--- src/rtl/cont_mod_n.sv ---
// Synchronous modulo-N up/down counter with parallel load and a cascadable terminal count.
// Define CONT_MOD_N_WRAP_FLAG_EN to add the sticky `wrapped` flag and its `wrap_clr` input.
module cont_mod_n #(
    parameter int WIDTH   = 4,
    parameter int MODULUS = 10
) (
    input  logic             clk,
    input  logic             clear_n,
    input  logic             en,
    input  logic             up,
    input  logic             load,
    input  logic [WIDTH-1:0] din,
`ifdef CONT_MOD_N_WRAP_FLAG_EN
    input  logic             wrap_clr,
    output logic             wrapped,
`endif
    output logic [WIDTH-1:0] count,
    output logic             tc
);

    // MODULUS may equal 2^WIDTH, so the range compare needs one extra bit.
    localparam logic [WIDTH:0]   MOD_EXT = (WIDTH+1)'(MODULUS);
    localparam logic [WIDTH-1:0] MAX_VAL = WIDTH'(MODULUS - 1);
    localparam logic [WIDTH-1:0] ZERO    = '0;
    localparam logic [WIDTH-1:0] ONE     = WIDTH'(1);

    logic [WIDTH-1:0] count_q;
    logic [WIDTH-1:0] count_d;
    logic [WIDTH-1:0] loadVal;
    logic             atMax;
    logic             atZero;

    always_comb begin
        atMax   = (count_q == MAX_VAL);
        atZero  = (count_q == ZERO);
        loadVal = ({1'b0, din} < MOD_EXT) ? din : ZERO;
        count_d = count_q;
        if (load) begin
            count_d = loadVal;
        end else if (en) begin
            if (up) begin
                count_d = atMax ? ZERO : count_q + ONE;
            end else begin
                count_d = atZero ? MAX_VAL : count_q - ONE;
            end
        end
    end

    // Gated by clear_n so a held-down counter at 0 never advertises a down-wrap.
    assign tc = clear_n & en & ~load & ((up & atMax) | (~up & atZero));

    always_ff @(posedge clk or negedge clear_n) begin
        if (!clear_n) begin
            count_q <= ZERO;
        end else begin
            count_q <= count_d;
        end
    end

    assign count = count_q;

`ifdef CONT_MOD_N_WRAP_FLAG_EN
    logic wrapped_q;

    // A wrap on the same edge as wrap_clr keeps the flag set.
    always_ff @(posedge clk or negedge clear_n) begin
        if (!clear_n) begin
            wrapped_q <= 1'b0;
        end else if (tc) begin
            wrapped_q <= 1'b1;
        end else if (wrap_clr) begin
            wrapped_q <= 1'b0;
        end
    end

    assign wrapped = wrapped_q;
`endif

endmodule

--- config.mk ---
export PLATFORM = sky130hd
export DESIGN_NAME = cont_mod_n
export DESIGN_NICKNAME = d
export VERILOG_FILES = /design/src/rtl/cont_mod_n.sv
export SDC_FILE = /design/constraint.sdc
export NUM_CORES = 1
export LEC_CHECK = 0
export CORE_AREA = 2 2 39 41
export CTS_BUF_LIST = sky130_fd_sc_hd__clkbuf_8
export DETAILED_ROUTE_END_ITERATION = 10
export DIE_AREA = 0 0 41 43
export REMOVE_ABC_BUFFERS = 1
export SLEW_MARGIN = 20
export SYNTH_ARGS = -nofsm -noshare
export SYNTH_HDL_FRONTEND = slang
export SYNTH_SLANG_ARGS = --single-unit
--- constraint.sdc ---
create_clock -name clk -period 2.05 [get_ports clk]
set_input_delay 0.41 -clock clk [delete_from_list [all_inputs] [get_ports clk]]
set_output_delay 0.41 -clock clk [all_outputs]
set_load 0.02 [all_outputs]
---- After elaboration in Yosys (flattened, before gate mapping) ----
Cells that the tools add are included.
word-level totals
  word-level logic and storage cells ...... 21
  memory bits (read-only) ................. 0
  bits of input ports ..................... 9
  memories ................................ 0
  output and inout bits ................... 5
  register bits after elaboration ......... 4
  latch bits .............................. 0
  bits in writable memories ............... 0
operators by class
  muxes and demuxes ....................... 6
  $add $sub $neg .......................... 2
  reductions and logical operators ........ 2
  divide/modulo/power cells ............... 0
  bitwise logic cells ..................... 8
  multipliers ............................. 0
  shifts and indexed selects .............. 0
  $lt $le $gt $ge ......................... 1
  eq/ne operators ......................... 1
operator list
  operator               number
  $mux W4                6
  $and A1 B1 Y1          5
  $add A4 B1 Y4 const B  1
  $eq A4 B4 Y1 const B   1
  $logic_not A4 Y1       1
  $lt A4 B4 Y1 const B   1
  $sub A4 B1 Y4 const B  1
  $not A1 Y1             2
  $reduce_bool A2 Y1     1
  $or A1 B1 Y1           1

---- Depth between registers and ports, before layout ----
  word-level depth ........................ 5
  gate-level depth with buffers ........... 4
  depth with buffers taken out ............ 3

---- Least setup slack after synthesis ----
OpenSTA, ideal clock, no wires.
  path kind ............................... register to output
  start ................................... reg count_q[3] (netlist: count[3])
  end ..................................... out tc
  data required time ...................... 1.640 ns
  data arrival time ....................... 1.462 ns
  cell stages (with the launch flop) ...... 4
  path buffers ............................ 1
  slack ................................... 0.178 ns
  cell sequence ........................... dfrtp_1 -> buf_4 -> or3_2 -> a21oi_1
on the way
  word-level cells in the longest chain between the ends .. 4
  elaborated cells on any way between the ends .. 6
  classes of those cells .................. 1 x eq/ne; 4 x bitwise; 1 x reduce/logical
RTL lines
  what                                                     RTL line  RTL
  from (decl)                                              27        logic [WIDTH-1:0] count_q;
  from (signal assigned)                                   56        count_q <= count_d;
  $eq A4 B4 Y1 / $logic_not A4 Y1 (equally long branches)  34, 35
  $and A1 B1 Y1                                            50        assign tc = clear_n & en & ~load & ((up & atMax) | (~up & atZero));
  $or A1 B1 Y1 (*)                                         50
  $and A1 B1 Y1 (*)                                        50
  to (decl)                                                18        output logic tc
Every way passes the cells marked *; elsewhere a longest branch is shown, timed or not.

---- Worst setup path in the final report ----
  start ................................... in up
  end ..................................... out tc
on the way
  word-level cells in the longest chain between the ends .. 4
  elaborated cells on any way between the ends .. 5
  classes of those cells .................. 5 x bitwise
RTL lines
  what               RTL line  RTL
  from (decl)        10        input logic up,
  $not A1 Y1         50
  $and A1 B1 Y1      50
  $or A1 B1 Y1 (*)   50
  $and A1 B1 Y1 (*)  50
Marks and branches as above.

==> results.cfg <==
[global_route]
busiest_layer = met1
grt_use_total_pct = 11.8
grt_max_degree = 11
use_met2_pct = 15.9
grt_use_met3_pct = 2.09
use_met1_pct = 18.1
grt_pass1_wl_mm = 1.47
antenna_found_initial = 0
grt_overflow_total = 0
grt_pass1_vias = 346

[synthesis]
yosysTopAreaCell = dfrtp_1
synth_area_um2 = 377
yosys_warnings = 0
async_reset_ff_share_pct = 100
netlist_instances = 44
yosysSeqAreaShare_pct = 26.6
synthTopCellsByCount = o21ai_0, dfrtp_1, inv_1, nand3_1
syn_area_per_cell_um2 = 8.56
synth_top_area_share_pct = 26.6
ys_top_cells_by_area = dfrtp_1, o21ai_0, xnor2_1
synth_edf_count = 0
yosys.cell_types.count = 28
synth_top_flop_cell = dfrtp_1
yosysMostFrequentCell = o21ai_0
ys_ff_latch = 4

[placement]
gp_congestion = 0.749
hpwl_um = 714
dp_cells = 77
port_buffers = 13

[clocking]
cts_buffers = 3
h-tree-depth = 1
cts_hold_buf = 0
clk_latency_ns = 0.21
cts-root-buf = clkbuf_8
cts_setup_buffers = 0
tritoncts = done
clock_path_buffers = 2
cts.sinks = 4
path_clk_slew_ns = 0.03

[floorplanning]
start_util_pct = 27.2
row_count = 14
num_io_pins = 14
dieArea_um2 = 1760
die_w_um = 41
die_y_um = 43
design.core.area_um2 = 1380

[job]
max_cap_violations = 0

[routing]
wl_um = 957
firstDrtPassIters = 4
drcViolationCount = 0
drtIter0Drc = 11
ant_nets = 0
vias_per_cell = 4.98
route.vias.total = 398
wl_per_cell_um = 12.0

[sta]
fmax_mhz = 511
hold_viol = 0
fin_crit_sh_pct = 95.4
fin_skew_ns = 0.00208
finalSetupViolCount = 0
period_needed_ns = 1.96
slew-limit-headroom_pct = 80.4
slew_viol_final = 0
tightest_slew_ns = 0.290
whs_ns = 0.500
rsz0062_at_grt = no

[critical_path]
cp-end-kind = output port
worstPathArrival_ns = 1.55
cp-start-kind = input port
reg2reg_to = count[2]
max_stage_delay_ns = 0.42
cp.required_ns = 1.64
crit_slowest_cell = clkdlybuf4s50_1
worst-path-max-fanout = 2
worst-path-buf-inv = 2
path_cells = clkdlybuf4s50_1 > or3_2 > a21oi_1 > buf_2
crit_family = buffers and inverters
r2r_slack_ns = 0.68
r2r_cells = 4
path_class = input port to output port
worstReg2RegStart = count[0]

[pwr]
irDropWorstVdd_v = 0.000283
powerDensity_nw_per_um2 = 682
p_leak_nw = 0.241

[cells_and_area]
finalCoreUtilization_pct = 43.4
final_layout_size_suffix_gt1_share_pct = 28.1
finalNetCount = 75
area_delta_synth_final_pct = 59.5
largest_reg_flops = 4
final_cell_count_no_fill = 80
diodes = 0

[min_path]
hold_path_class = input port to asynchronous set/reset pin

[run_status]
status = finished, final reports clean
==> where the power goes <==
group | internal [mW] | total [mW] | switching [mW]
combinational | 0.0795 | 0.157 | 0.0772
clock | 0.125 | 0.158 | 0.0338
sequential | 0.0894 | 0.0947 | 0.00529
==> stage by stage <==
stage / cell area [um^2] / setup WS [ns] / power [mW] / setup TNS (ns)
2_1_floorplan: 349 / 0.217 / 0.172 / 0
3_3_place_gp: 559 / -0.357 / 0.250 / -0.357
3_5_place_dp: 559 / -0.343 / 0.251 / -0.343
4_1_cts: 596 / 0.0923 / 0.411 / 0
5_1_grt: 601 / 0.0546 / 0.434 / 0
6_report: 601 / 0.0936 / 0.410 / 0
==> cells by family after synthesis <==
family                    Yosys count  synth area share [%]
xor gates and xnor gates            3                  8.97
and+or+nand+nor                    14                  25.2
buffers and inverters               8                  11.3
AOI/OAI and AO/OA                  15                  27.9
DFF                                 4                  26.6
==> cell usage in the layout, fill, tap and decap left out, drive strengths merged <==
cell	Yosys	routed
clkdlybuf4s50	0	12
buf	2	9
o21ai	5	5
inv	4	4
dfrtp	4	4
nand3	3	3
clkbuf	2	3
or3	2	2
nand3b	2	2
a21oi	2	2
xnor2	2	2
nor3b	1	1
and3	1	1
nor4b	1	1
o311ai	1	1
xor2	1	1
a2111oi	1	1
o21a	1	1
o31a	1	1
a311oi	1	1
o211ai	1	1
and2	1	1
nor4	1	1
or3b	1	1
nor3	1	1
a21o	1	1
a31oi	1	1
==> layout make-up <==
type                            count  area, um^2
Inverter                            4        15.0
Clock buffer                        3        41.3
Multi-Input combinational cell     32         239
Sequential cell                     4         100
Tap cell                           16        20.0
Timing Repair Buffer               21         185
Fill cell                         138         783
==> per-layer routing <==
| metal | wire length [um] | up-vias |
|---|---|---|
| met5 | 0 | - |
| met4 | 0 | 0 |
| met3 | 74 | 0 |
| met2 | 439 | 16 |
| met1 | 443 | 180 |
| li1 | - | 202 |
==> worst reg2reg max path: stages (launching register included) <==
cell and delay [ns]:
dfrtp_1 0.37, buf_4 0.18, or3_2 0.45, a21oi_1 0.13
o311ai_1 0.11
==> worst max-delay path by stage <==
stage / slack, ns / cells past startpoint / start / endpoint
floorplan: 0.22 / 2 / count[0] / tc
global placement: -0.36 / 5 / en / tc
detailed placement: -0.34 / 4 / up / tc
CTS: 0.09 / 4 / up / tc
global route: 0.05 / 4 / up / tc
finish: 0.09 / 4 / up / tc
==> repair_timing <==
item / 4_1_cts / 5_1_grt
resized for setup: 4 / 1
setup endpoints to repair: 1 / 1
pin swaps: 0 / 0
No activity file was read; power rests on OpenSTA's default activity.
